--- src/rtl/branch_predict_unit_if.sv ---
// branch_predict_unit_if
// Groups the fetch/decode signals exchanged between the MIPS pipeline and the
// branch predictor.
//   master : pipeline side. It drives pcF, stallD, flushD, branchD, pcD, takenD
//            and targetD, and receives the prediction, redirect and statistics.
//   slave  : predictor side (branch_predict_unit).
// CNT_W sets the width of the brCount/mispCount statistics counters.
interface branch_predict_unit_if #(
  parameter int CNT_W = 16
);
  logic [31:0]      pcF;
  logic             stallD;
  logic             flushD;
  logic             branchD;
  logic [31:0]      pcD;
  logic             takenD;
  logic [31:0]      targetD;
  logic             brbitF;
  logic [31:0]      predTargetF;
  logic [1:0]       brmuxsel;
  logic             mispredictD;
  logic             branchCorrect;
  logic [CNT_W-1:0] brCount;
  logic [CNT_W-1:0] mispCount;

  modport master (
    output pcF, stallD, flushD, branchD, pcD, takenD, targetD,
    input  brbitF, predTargetF, brmuxsel, mispredictD, branchCorrect,
           brCount, mispCount
  );

  modport slave (
    input  pcF, stallD, flushD, branchD, pcD, takenD, targetD,
    output brbitF, predTargetF, brmuxsel, mispredictD, branchCorrect,
           brCount, mispCount
  );
endinterface

--- src/rtl/branch_predict_unit.sv ---
// branch_predict_unit
// Dynamic branch predictor and redirect controller for the 5-stage MIPS core.
// A direct-mapped BTB with 2-bit saturating counters is looked up
// combinationally with pcF. The prediction travels to decode in predD and is
// compared there with the resolved outcome.
// Ports:
//   clk   : clock, all state updates on the rising edge
//   reset : synchronous, active-high
//   bp    : branch_predict_unit_if.slave
//           inputs  pcF, stallD, flushD, branchD, pcD, takenD, targetD
//           outputs brbitF, predTargetF, brmuxsel, mispredictD,
//                   branchCorrect, brCount, mispCount
module branch_predict_unit #(
  parameter int IDX_BITS = 4,
  parameter int TAG_BITS = 8,
  parameter int CNT_W    = 16
) (
  input  logic clk,
  input  logic reset,
  branch_predict_unit_if.slave bp
);
  localparam int ENTRIES  = 1 << IDX_BITS;
  localparam int USED_MSB = IDX_BITS + TAG_BITS;

  logic [ENTRIES-1:0]  validQ;
  logic [TAG_BITS-1:0] tagQ    [ENTRIES];
  logic [31:0]         targetQ [ENTRIES];
  logic [1:0]          ctrQ    [ENTRIES];

  logic             predD;
  logic [CNT_W-1:0] brCountQ;
  logic [CNT_W-1:0] mispCountQ;

  logic [IDX_BITS-1:0] idxF;
  logic [IDX_BITS-1:0] idxD;
  logic [TAG_BITS-1:0] tagF;
  logic [TAG_BITS-1:0] tagD;
  logic                hitF;
  logic                hitD;
  logic                brbitF;
  logic                resolveD;
  logic                mispD;
  logic [1:0]          brmuxselC;

  // PC bits above the tag do not take part in the lookup.
  logic unusedPcBits;
  assign unusedPcBits = ^{bp.pcF[31:USED_MSB], bp.pcD[31:USED_MSB]};

  assign idxF = bp.pcF[IDX_BITS-1:0];
  assign tagF = bp.pcF[USED_MSB-1:IDX_BITS];
  assign idxD = bp.pcD[IDX_BITS-1:0];
  assign tagD = bp.pcD[USED_MSB-1:IDX_BITS];

  // Fetch reads the registered BTB, so a same-cycle decode update is only
  // visible from the following cycle.
  assign hitF   = validQ[idxF] && (tagQ[idxF] == tagF);
  assign brbitF = hitF & ctrQ[idxF][1];
  assign hitD   = validQ[idxD] && (tagQ[idxD] == tagD);

  assign resolveD = bp.branchD & ~bp.stallD;
  assign mispD    = resolveD & (predD != bp.takenD);

  always_comb begin
    brmuxselC = 2'b00;
    if (mispD) begin
      brmuxselC = bp.takenD ? 2'b10 : 2'b11;
    end else if (brbitF) begin
      brmuxselC = 2'b01;
    end
  end

  assign bp.brbitF        = brbitF;
  assign bp.predTargetF   = brbitF ? targetQ[idxF] : 32'h0;
  assign bp.brmuxsel      = brmuxselC;
  assign bp.mispredictD   = mispD;
  assign bp.branchCorrect = ~mispD;
  assign bp.brCount       = brCountQ;
  assign bp.mispCount     = mispCountQ;

  // Prediction pipeline register and statistics. A misprediction flushes the
  // fetch/decode register, so the wrong-path prediction is dropped.
  always_ff @(posedge clk) begin
    if (reset) begin
      predD      <= 1'b0;
      brCountQ   <= '0;
      mispCountQ <= '0;
    end else begin
      if (!bp.stallD) begin
        predD <= (mispD | bp.flushD) ? 1'b0 : brbitF;
      end
      if (resolveD && (brCountQ != '1)) begin
        brCountQ <= brCountQ + CNT_W'(1);
      end
      if (mispD && (mispCountQ != '1)) begin
        mispCountQ <= mispCountQ + CNT_W'(1);
      end
    end
  end

  // BTB update. Tag and target need no reset: a cleared valid bit masks them.
  always_ff @(posedge clk) begin
    if (reset) begin
      validQ <= '0;
      for (int i = 0; i < ENTRIES; i++) begin
        ctrQ[i] <= 2'b01;
      end
    end else if (resolveD) begin
      if (hitD) begin
        if (bp.takenD) begin
          if (ctrQ[idxD] != 2'b11) begin
            ctrQ[idxD] <= ctrQ[idxD] + 2'b01;
          end
          targetQ[idxD] <= bp.targetD;
        end else if (ctrQ[idxD] != 2'b00) begin
          ctrQ[idxD] <= ctrQ[idxD] - 2'b01;
        end
      end else if (bp.takenD) begin
        validQ[idxD]  <= 1'b1;
        tagQ[idxD]    <= tagD;
        targetQ[idxD] <= bp.targetD;
        ctrQ[idxD]    <= 2'b10;
      end
    end
  end
endmodule

--- src/flat_wrapper.sv ---
// flat-port wrapper written by rule: the top's interface ports become plain ports
module branch_predict_unit_flat 
#(
  parameter int IDX_BITS = 4,
  parameter int TAG_BITS = 8,
  parameter int CNT_W    = 16
)
  (clk, reset, bp_pcF, bp_stallD, bp_flushD, bp_branchD, bp_pcD, bp_takenD, bp_targetD, bp_brbitF, bp_predTargetF, bp_brmuxsel, bp_mispredictD, bp_branchCorrect, bp_brCount, bp_mispCount);
  branch_predict_unit_if #(.CNT_W(CNT_W)) bp_i ();
  input  logic clk;
  input  logic reset;
  input wire logic [$bits(bp_i.pcF)-1:0] bp_pcF;
  input wire logic [$bits(bp_i.stallD)-1:0] bp_stallD;
  input wire logic [$bits(bp_i.flushD)-1:0] bp_flushD;
  input wire logic [$bits(bp_i.branchD)-1:0] bp_branchD;
  input wire logic [$bits(bp_i.pcD)-1:0] bp_pcD;
  input wire logic [$bits(bp_i.takenD)-1:0] bp_takenD;
  input wire logic [$bits(bp_i.targetD)-1:0] bp_targetD;
  output wire logic [$bits(bp_i.brbitF)-1:0] bp_brbitF;
  output wire logic [$bits(bp_i.predTargetF)-1:0] bp_predTargetF;
  output wire logic [$bits(bp_i.brmuxsel)-1:0] bp_brmuxsel;
  output wire logic [$bits(bp_i.mispredictD)-1:0] bp_mispredictD;
  output wire logic [$bits(bp_i.branchCorrect)-1:0] bp_branchCorrect;
  output wire logic [$bits(bp_i.brCount)-1:0] bp_brCount;
  output wire logic [$bits(bp_i.mispCount)-1:0] bp_mispCount;
  assign bp_i.pcF = bp_pcF;
  assign bp_i.stallD = bp_stallD;
  assign bp_i.flushD = bp_flushD;
  assign bp_i.branchD = bp_branchD;
  assign bp_i.pcD = bp_pcD;
  assign bp_i.takenD = bp_takenD;
  assign bp_i.targetD = bp_targetD;
  assign bp_brbitF = bp_i.brbitF;
  assign bp_predTargetF = bp_i.predTargetF;
  assign bp_brmuxsel = bp_i.brmuxsel;
  assign bp_mispredictD = bp_i.mispredictD;
  assign bp_branchCorrect = bp_i.branchCorrect;
  assign bp_brCount = bp_i.brCount;
  assign bp_mispCount = bp_i.mispCount;
  branch_predict_unit #(.IDX_BITS(IDX_BITS), .TAG_BITS(TAG_BITS), .CNT_W(CNT_W)) u_core (.clk(clk), .reset(reset), .bp(bp_i));
endmodule
--- config.mk ---
export PLATFORM = sky130hd
export DESIGN_NAME = branch_predict_unit_flat
export DESIGN_NICKNAME = d
export VERILOG_FILES = /design/src/rtl/branch_predict_unit_if.sv /design/src/rtl/branch_predict_unit.sv /design/src/flat_wrapper.sv
export SDC_FILE = /design/constraint.sdc
export NUM_CORES = 1
export LEC_CHECK = 0
export CAP_MARGIN = 15
export CORE_MARGIN = 2
export CORE_UTILIZATION = 45
export CTS_BUF_LIST = sky130_fd_sc_hd__clkbuf_8
export DETAILED_ROUTE_END_ITERATION = 7
export GPL_ROUTABILITY_DRIVEN = 0
export PLACE_DENSITY = 0.59
export SLEW_MARGIN = 5
export SYNTH_ARGS = -nofsm -noshare
export SYNTH_HDL_FRONTEND = slang
export SYNTH_SLANG_ARGS = --single-unit
--- constraint.sdc ---
create_clock -name clk -period 5.7 [get_ports clk]
set_clock_uncertainty 0.2 [all_clocks]
set_input_delay 0.57 -clock clk [delete_from_list [all_inputs] [get_ports clk]]
set_output_delay 0.57 -clock clk [all_outputs]
set_load 0.005 [all_outputs]
# Word-level counts from Yosys, hierarchy flattened
# Memories as Yosys holds them, arrays and structs flattened.
# Cells that the tools add are included.
[classes] muxes=40 n_eq_ne=6 n_bitwise=11 add_sub_neg=4 n_lt_le_gt_ge=3 reduce_logical=8
[op_table] op="two-way mux 32 bit" n=2
[op_table] op="adder 16 x 1 -> 16 bit, second input constant" n=2
[op_table] op="!= test 16 bit, second input constant" n=2
[op_table] op="two-way mux 1 bit" n=30
[op_table] op="equality test 8 bit" n=2
[op_table] op="OR 16 bit" n=1
[op_table] op="less-than comparator 4 x 5 -> 1 bit, second input constant" n=2
[op_table] op="binary-select mux 1 bit (select 4 bit)" n=2
[op_table] op="two-way mux 2 bit" n=4
[op_table] op="logical AND 1 bit" n=5
[op_table] op="demux 1 bit (select 4 bit)" n=1
[op_table] op="greater-or-equal comparator 4 x 1 -> 1 bit, second input constant" n=1
[op_table] op="two-way mux 4 bit" n=1
[op_table] op="OR 1 bit" n=4
[op_table] op="AND 1 bit" n=3
[op_table] op="NOT 1 bit" n=3
[op_table] op="AND reduction 3 bit" n=1
[op_table] op="adder 2 x 1 -> 2 bit, second input constant" n=1
[op_table] op="!= test 2 bit, second input constant" n=1
[op_table] op="nonzero test 2 bit" n=1
[op_table] op="OR reduction 2 bit" n=1
[op_table] op="subtractor 2 x 1 -> 2 bit, second input constant" n=1
[op_table] op="!= test 1 bit" n=1
[totals] mem_count=3 elab_cells=79 output_inout_bits=69 ram_bits=672 inputBits=102 register_bits=49
[mem_list] memory="u_core.targetQ" words=16 width=32 read_ports=1 rd_ports_with_merged_regs=0 wr=1 line="branch_predict_unit.sv:27" source="logic [31:0] targetQ [ENTRIES];"
[mem_list] memory="u_core.tagQ" words=16 width=8 read_ports=2 rd_ports_with_merged_regs=0 wr=1 line="branch_predict_unit.sv:26" source="logic [TAG_BITS-1:0] tagQ [ENTRIES];"
[mem_list] memory="u_core.ctrQ" words=16 width=2 read_ports=2 rd_ports_with_merged_regs=0 wr=16 line="branch_predict_unit.sv:28" source="logic [1:0] ctrQ [ENTRIES];"

# Depth between registers and ports, before layout
# An unclocked memory read counts as a cell.
[logic_depth] word_depth=12 mapped_depth=13 ltp_nobuf=9

# Least setup slack after synthesis
# No wires, ideal clock.
[synth_timing] kind="input-to-output" startpoint="input port bp_pcF[0]" endpoint="output port bp_predTargetF[11]" t_required_ps=4930 path_stages=8 arrival_ps=3170 path_slack_ps=1760 cell_sequence="buf_2 -> buf_2 -> clkbuf_1 -> buf_2 -> buf_2 -> mux4_2 -> mux4_2 -> and3_1"
[synth_via] elab_chain_len=5 elab_cells_between_ends=9
[synth_rtl] item="start: declaration" line="flat_wrapper.sv:12" source="input wire logic [$bits(bp_i.pcF)-1:0] bp_pcF;"
[synth_rtl] item="memory (16 x 8 bit) or binary-select mux 1 bit (select 4 bit) (tied branches)"
[synth_rtl] item="equality test 8 bit or two-way mux 1 bit (tied branches)" line="branch_predict_unit.sv:56" source="assign hitF = validQ[idxF] && (tagQ[idxF] == tagF);"
[synth_rtl] item="logical AND 1 bit" line="branch_predict_unit.sv:56"
[synth_rtl] item="AND 1 bit" line="branch_predict_unit.sv:57" source="assign brbitF = hitF & ctrQ[idxF][1];"
[synth_rtl] item="two-way mux 32 bit *" line="branch_predict_unit.sv:73" source="assign bp.predTargetF = brbitF ? targetQ[idxF] : 32'h0;"
[synth_rtl] item="end: declaration" line="flat_wrapper.sv:20" source="output wire logic [$bits(bp_i.predTargetF)-1:0] bp_predTargetF;"
# Every way passes the cells marked *; elsewhere a longest branch is shown, timed or not. The select of a mux whose other input is x is not followed.

==> results_tabular.tex <==
\begin{tabular}{lr}
\hline
Metric & Value \\
\hline
\multicolumn{2}{l}{\textbf{Power and ir drop}} \\
Leak Pwr & 11.2 nW \\
Internal Pwr Total & 8.12 mW \\
Share of total power in combinational logic & 5.8\% \\
Worst IR Drop VDD & 0.000200 V \\
Proportion of total power due to net switching & between 20 and 25\% \\
Total power per unit cell area & around 300 nW/um\^{}2 \\
Clock network fraction of total power & between 30\% and 40\% \\
Share of total power in sequential cells & 55.9\% \\
Switching Power & between 2 and 2.5 mW \\
\multicolumn{2}{l}{\textbf{Global route}} \\
Number of global-route vias before repair & around 16000 \\
GR Overflow Total & 0 \\
GRT Util Overall & between 20\% and 30\% \\
Global-route wire length before repair & approximately 110 mm \\
Maximum number of pins on one net before global-route repair & roughly 130 \\
Number of antenna violations at the first check in global routing & 3 \\
\multicolumn{2}{l}{\textbf{Clock tree}} \\
Clock latency on the worst-skew pair & around 700 ps \\
CTS tree & yes \\
CTS Hold Bufs & 0 \\
Clock-pin slew on the worst setup and hold paths & $\sim$60 ps \\
Post-CTS setup buffer count & 0 \\
Post-CTS sizing & 0 \\
Inserted Clock Buffers & between 100 and 150 \\
H-Tree Level Count & 3 \\
Sink Count & between 700 and 800 \\
Largest buffer count on any clock path & 3 \\
Root cell of the clock tree & clkbuf\_8 \\
\multicolumn{2}{l}{\textbf{STA}} \\
Relative slew slack & a little under a fifth \\
Number of endpoints failing setup at the final stage & 0 \\
Final critical-path share of the clock period & 87.2\% \\
Highest Clock Rate & between 200 and 250 MHz \\
Final Critical Period & 4970 ps \\
Total Negative Setup Slacks & 0 ps \\
Transition at the pin with the smallest max-transition slack & between 1000 and 1500 ps \\
Final hold violation count & 0 \\
Max Slew Vio Count & 0 \\
Setup repair after global routing missed its margin & no \\
\multicolumn{2}{l}{\textbf{Logic synthesis}} \\
Warning count from the yosys run & 0 \\
Post-Syn Area & slightly below 30000 sq um \\
Number of synthesized register bits & around 700 \\
Cell types occupying the most area after synthesis & edfxtp\_1 (68\%), mux4\_2 (16\%), dfxtp\_1 (3.3\%) \\
Mean post-synth cell area & roughly 19 sq um \\
Synthesized net count & 1663 \\
Cell taking the most area after synthesis & edfxtp\_1 \\
Most used DFF post-synth & edfxtp\_1 \\
Proportion of register bits with asynchronous set or reset after synthesis & 0\% \\
Register area share after synthesis & a little under three quarters \\
Proportion of netlist area held by the largest area contributor & between 60\% and 70\% \\
Instance count of the mapped netlist & around 1600 \\
Number of enable-type register cells in the synthesized netlist & 672 \\
Synth cell types & 53 \\
\multicolumn{2}{l}{\textbf{Critical path}} \\
Data arrival time of the critical path & 4200 ps \\
Critical Path Source Type & flip-flop \\
Required arrival time at the worst endpoint & roughly 4900 ps \\
CP Capture Type & output pin \\
Worst-path fanout max & 22 \\
Max stage delay cell, worst path & nor4\_4 \\
Most Frequent Cell on Critical Path & mux4\_2 \\
Maximum cell stage delay along the critical path & between 600 and 700 ps \\
Worst setup path class & flip-flop to output pin \\
Critical path, cell by cell & mux4\_2 > mux4\_2 > xor2\_1 > nor4\_4 > buf\_4 > and3\_1 > clkdlybuf4s50\_1 \\
\multicolumn{2}{l}{\textbf{Layout}} \\
Area added between synthesis and finish & 15.7\% \\
Net total in the final layout & between 1500 and 2000 \\
Count of fill cells added during filler insertion & roughly 5300 \\
Finished Cell Area & between 30000 and 40000 sq um \\
Multi-input gate area & around 8200 sq um \\
Final cell count without fillers & $\sim$2700 \\
Layout Utilization & 52.5\% \\
Total area of sequential cells & roughly 21000 sq um \\
Share of cells above drive strength 1 & between 20 and 25\% \\
\multicolumn{2}{l}{\textbf{Placement}} \\
Buffers on Ports & 130 \\
Cell Area, Placed & between 30000 and 40000 sq um \\
Final HPWL DP & about 41 mm \\
Cell total after placement & $\sim$2500 \\
\multicolumn{2}{l}{\textbf{Detailed routing}} \\
Number of detailed-routing iterations run before antenna repair & 5 \\
Post-route DRC violation count & 0 \\
Detail Route Antenna Nets & 0 \\
Routed wire per std cell & 26.2 um \\
Detail-routed via count per cell & about 5.8 \\
Vias post-DR & 15800 \\
Routed wire length & approximately 72 mm \\
Violation count after the first detailed-routing iteration & $\sim$1300 \\
\multicolumn{2}{l}{\textbf{Floorplan}} \\
Core Area & $\sim$66000 sq um \\
Die width & between 200 and 300 um \\
Die outline height & between 200 and 300 um \\
Boundary pin count & approximately 170 \\
Initial Util & $\sim$45\% \\
Die outline area & 68300 sq um \\
Site Rows & 94 \\
\multicolumn{2}{l}{\textbf{Run status}} \\
Status & finished clean \\
\multicolumn{2}{l}{\textbf{Job}} \\
Max-cap violations & 0 \\
\multicolumn{2}{l}{\textbf{Min path}} \\
Path type of the worst min-delay path & input port to flip-flop \\
\hline
\end{tabular}
-- layer usage --
metal  GRT usage, %  wire [um]  vias up
li1               -          -     6867
met5              0         30        -
met3           3.95       4260      104
met2           34.3      35000      498
met4           6.55       1320        4
met1           30.1      31000     8301
-- final cells by class --
| class | instances | share of cell area, % |
|---|---|---|
| Multi-Input combinational cell | 714 | 23.8 |
| Sequential cell | 721 | 61.4 |
| Timing Repair Buffer | 201 | 5.35 |
| Antenna cell | 1 | 0.00726 |
| Clock buffer | 125 | 4.99 |
| Tap cell | 864 | 3.14 |
| Clock inverter | 82 | 1.05 |
| Inverter | 23 | 0.250 |
-- stage by stage --
step	power, mW	hold WS (ps)	setup WS, ps
2_1_floorplan	6.31	257	1760
3_3_place_gp	6.53	273	752
3_5_place_dp	6.54	281	752
4_1_cts	10.5	117	657
5_1_grt	10.8	165	507
6_report	10.4	188	731
-- cells in the mapped netlist, types with 10 or more instances --
cell and count:
dfxtp_1 49, nor2_1 87, mux4_2 218, o21ai_0 13
nor3_1 22, nand4_1 14, xor2_1 30, inv_1 23
nand3_1 42, o22ai_1 21, and3_1 37, buf_2 29
nor2b_1 10, xnor2_1 13, nand2_1 47, mux2i_1 56
edfxtp_1 672, clkbuf_1 58, a22oi_1 16, a41o_1 12
a21oi_1 12
-- final timing paths --
check	from	end	slack, ps	cells after the start
worst max-delay path	u_core.tagQ[12][7]$_DFFE_PP_	bp_predTargetF[0]	730	7
worst min-delay path	reset	u_core.ctrQ[3][0]$_SDFFCE_PN1P_	190	4
worst min register to register	u_core.validQ[2]$_SDFFE_PP0N_	u_core.validQ[2]$_SDFFE_PP0N_	290	2
worst max register to register	u_core.tagQ[0][3]$_DFFE_PP_	u_core.tagQ[13][0]$_DFFE_PP_	2180	9
-- power by group through the flow --
| stage | Combinational [mW] | Clock, mW | Sequential [mW] |
|---|---|---|---|
| floorplan | 0.377 | 0 | 5.93 |
| global placement | 0.602 | 0 | 5.93 |
| detailed placement | 0.610 | 0 | 5.93 |
| CTS | 0.611 | 4.11 | 5.82 |
| global route | 0.648 | 4.33 | 5.82 |
| finish | 0.603 | 3.99 | 5.82 |
-- logic make-up (layout without fill, tap and decap cells) --
kind of cell               after synthesis  in the layout  synth area share [%]
DFF                                    721            721                  71.0
muxes                                  283            283                  18.7
and+or+nand+nor                        283            283                  4.64
buffers and inverters                  124            431                  1.82
AOI/OAI and AO/OA                      103            103                  2.50
xor gates and xnor gates                43             43                  1.26
adders and majority gates                2              2                0.0839
other                                    0              1                     0
-- layout by cell type, fill, tap and decap left out, types with 4 or more instances in the layout --
cell type        synthesis  layout
or3_1                    4       4
clkinv_1                 0      31
nand3_1                 42      42
edfxtp_1               672     672
nor3_1                  22      22
o22ai_1                 21      21
inv_1                   23      66
a41o_1                  12      12
mux2_2                   9       9
nor2_1                  87      71
nor2_4                   0      16
a22oi_1                 16      16
mux4_2                 218     218
a21oi_1                 12      12
clkinv_2                 0       4
xnor2_1                 13      13
nand4_1                 14      14
nand2_1                 47      47
buf_4                    5      71
a31o_2                   4       4
nand2b_1                 8       8
dfxtp_1                 49      49
nor2b_1                 10      10
mux2i_1                 56      56
xor2_1                  30      30
clkbuf_8                 0     125
clkdlybuf4s50_1          0     123
and3_1                  37      37
o21ai_0                 13      13
a221oi_1                 5       5
-- registers in the layout (all words and copies together) (netlist names) --
| register | count |
|---|---|
| u_core.bp.mispCount | 16 |
| u_core.tagQ | 128 |
| u_core.targetQ | 512 |
| u_core.predD | 1 |
| u_core.bp.brCount | 16 |
| u_core.ctrQ | 32 |
| u_core.validQ | 16 |
-- worst max-delay path: cells and delay by family, from the launching register on --
family                 cells  cell delay, ps
multiplexers               2            1000
XOR/XNOR                   1             180
AND/OR/NAND/NOR            2             930
flip-flops                 1             400
buffers and inverters      2             950
Power figures use the tool's default switching activity.
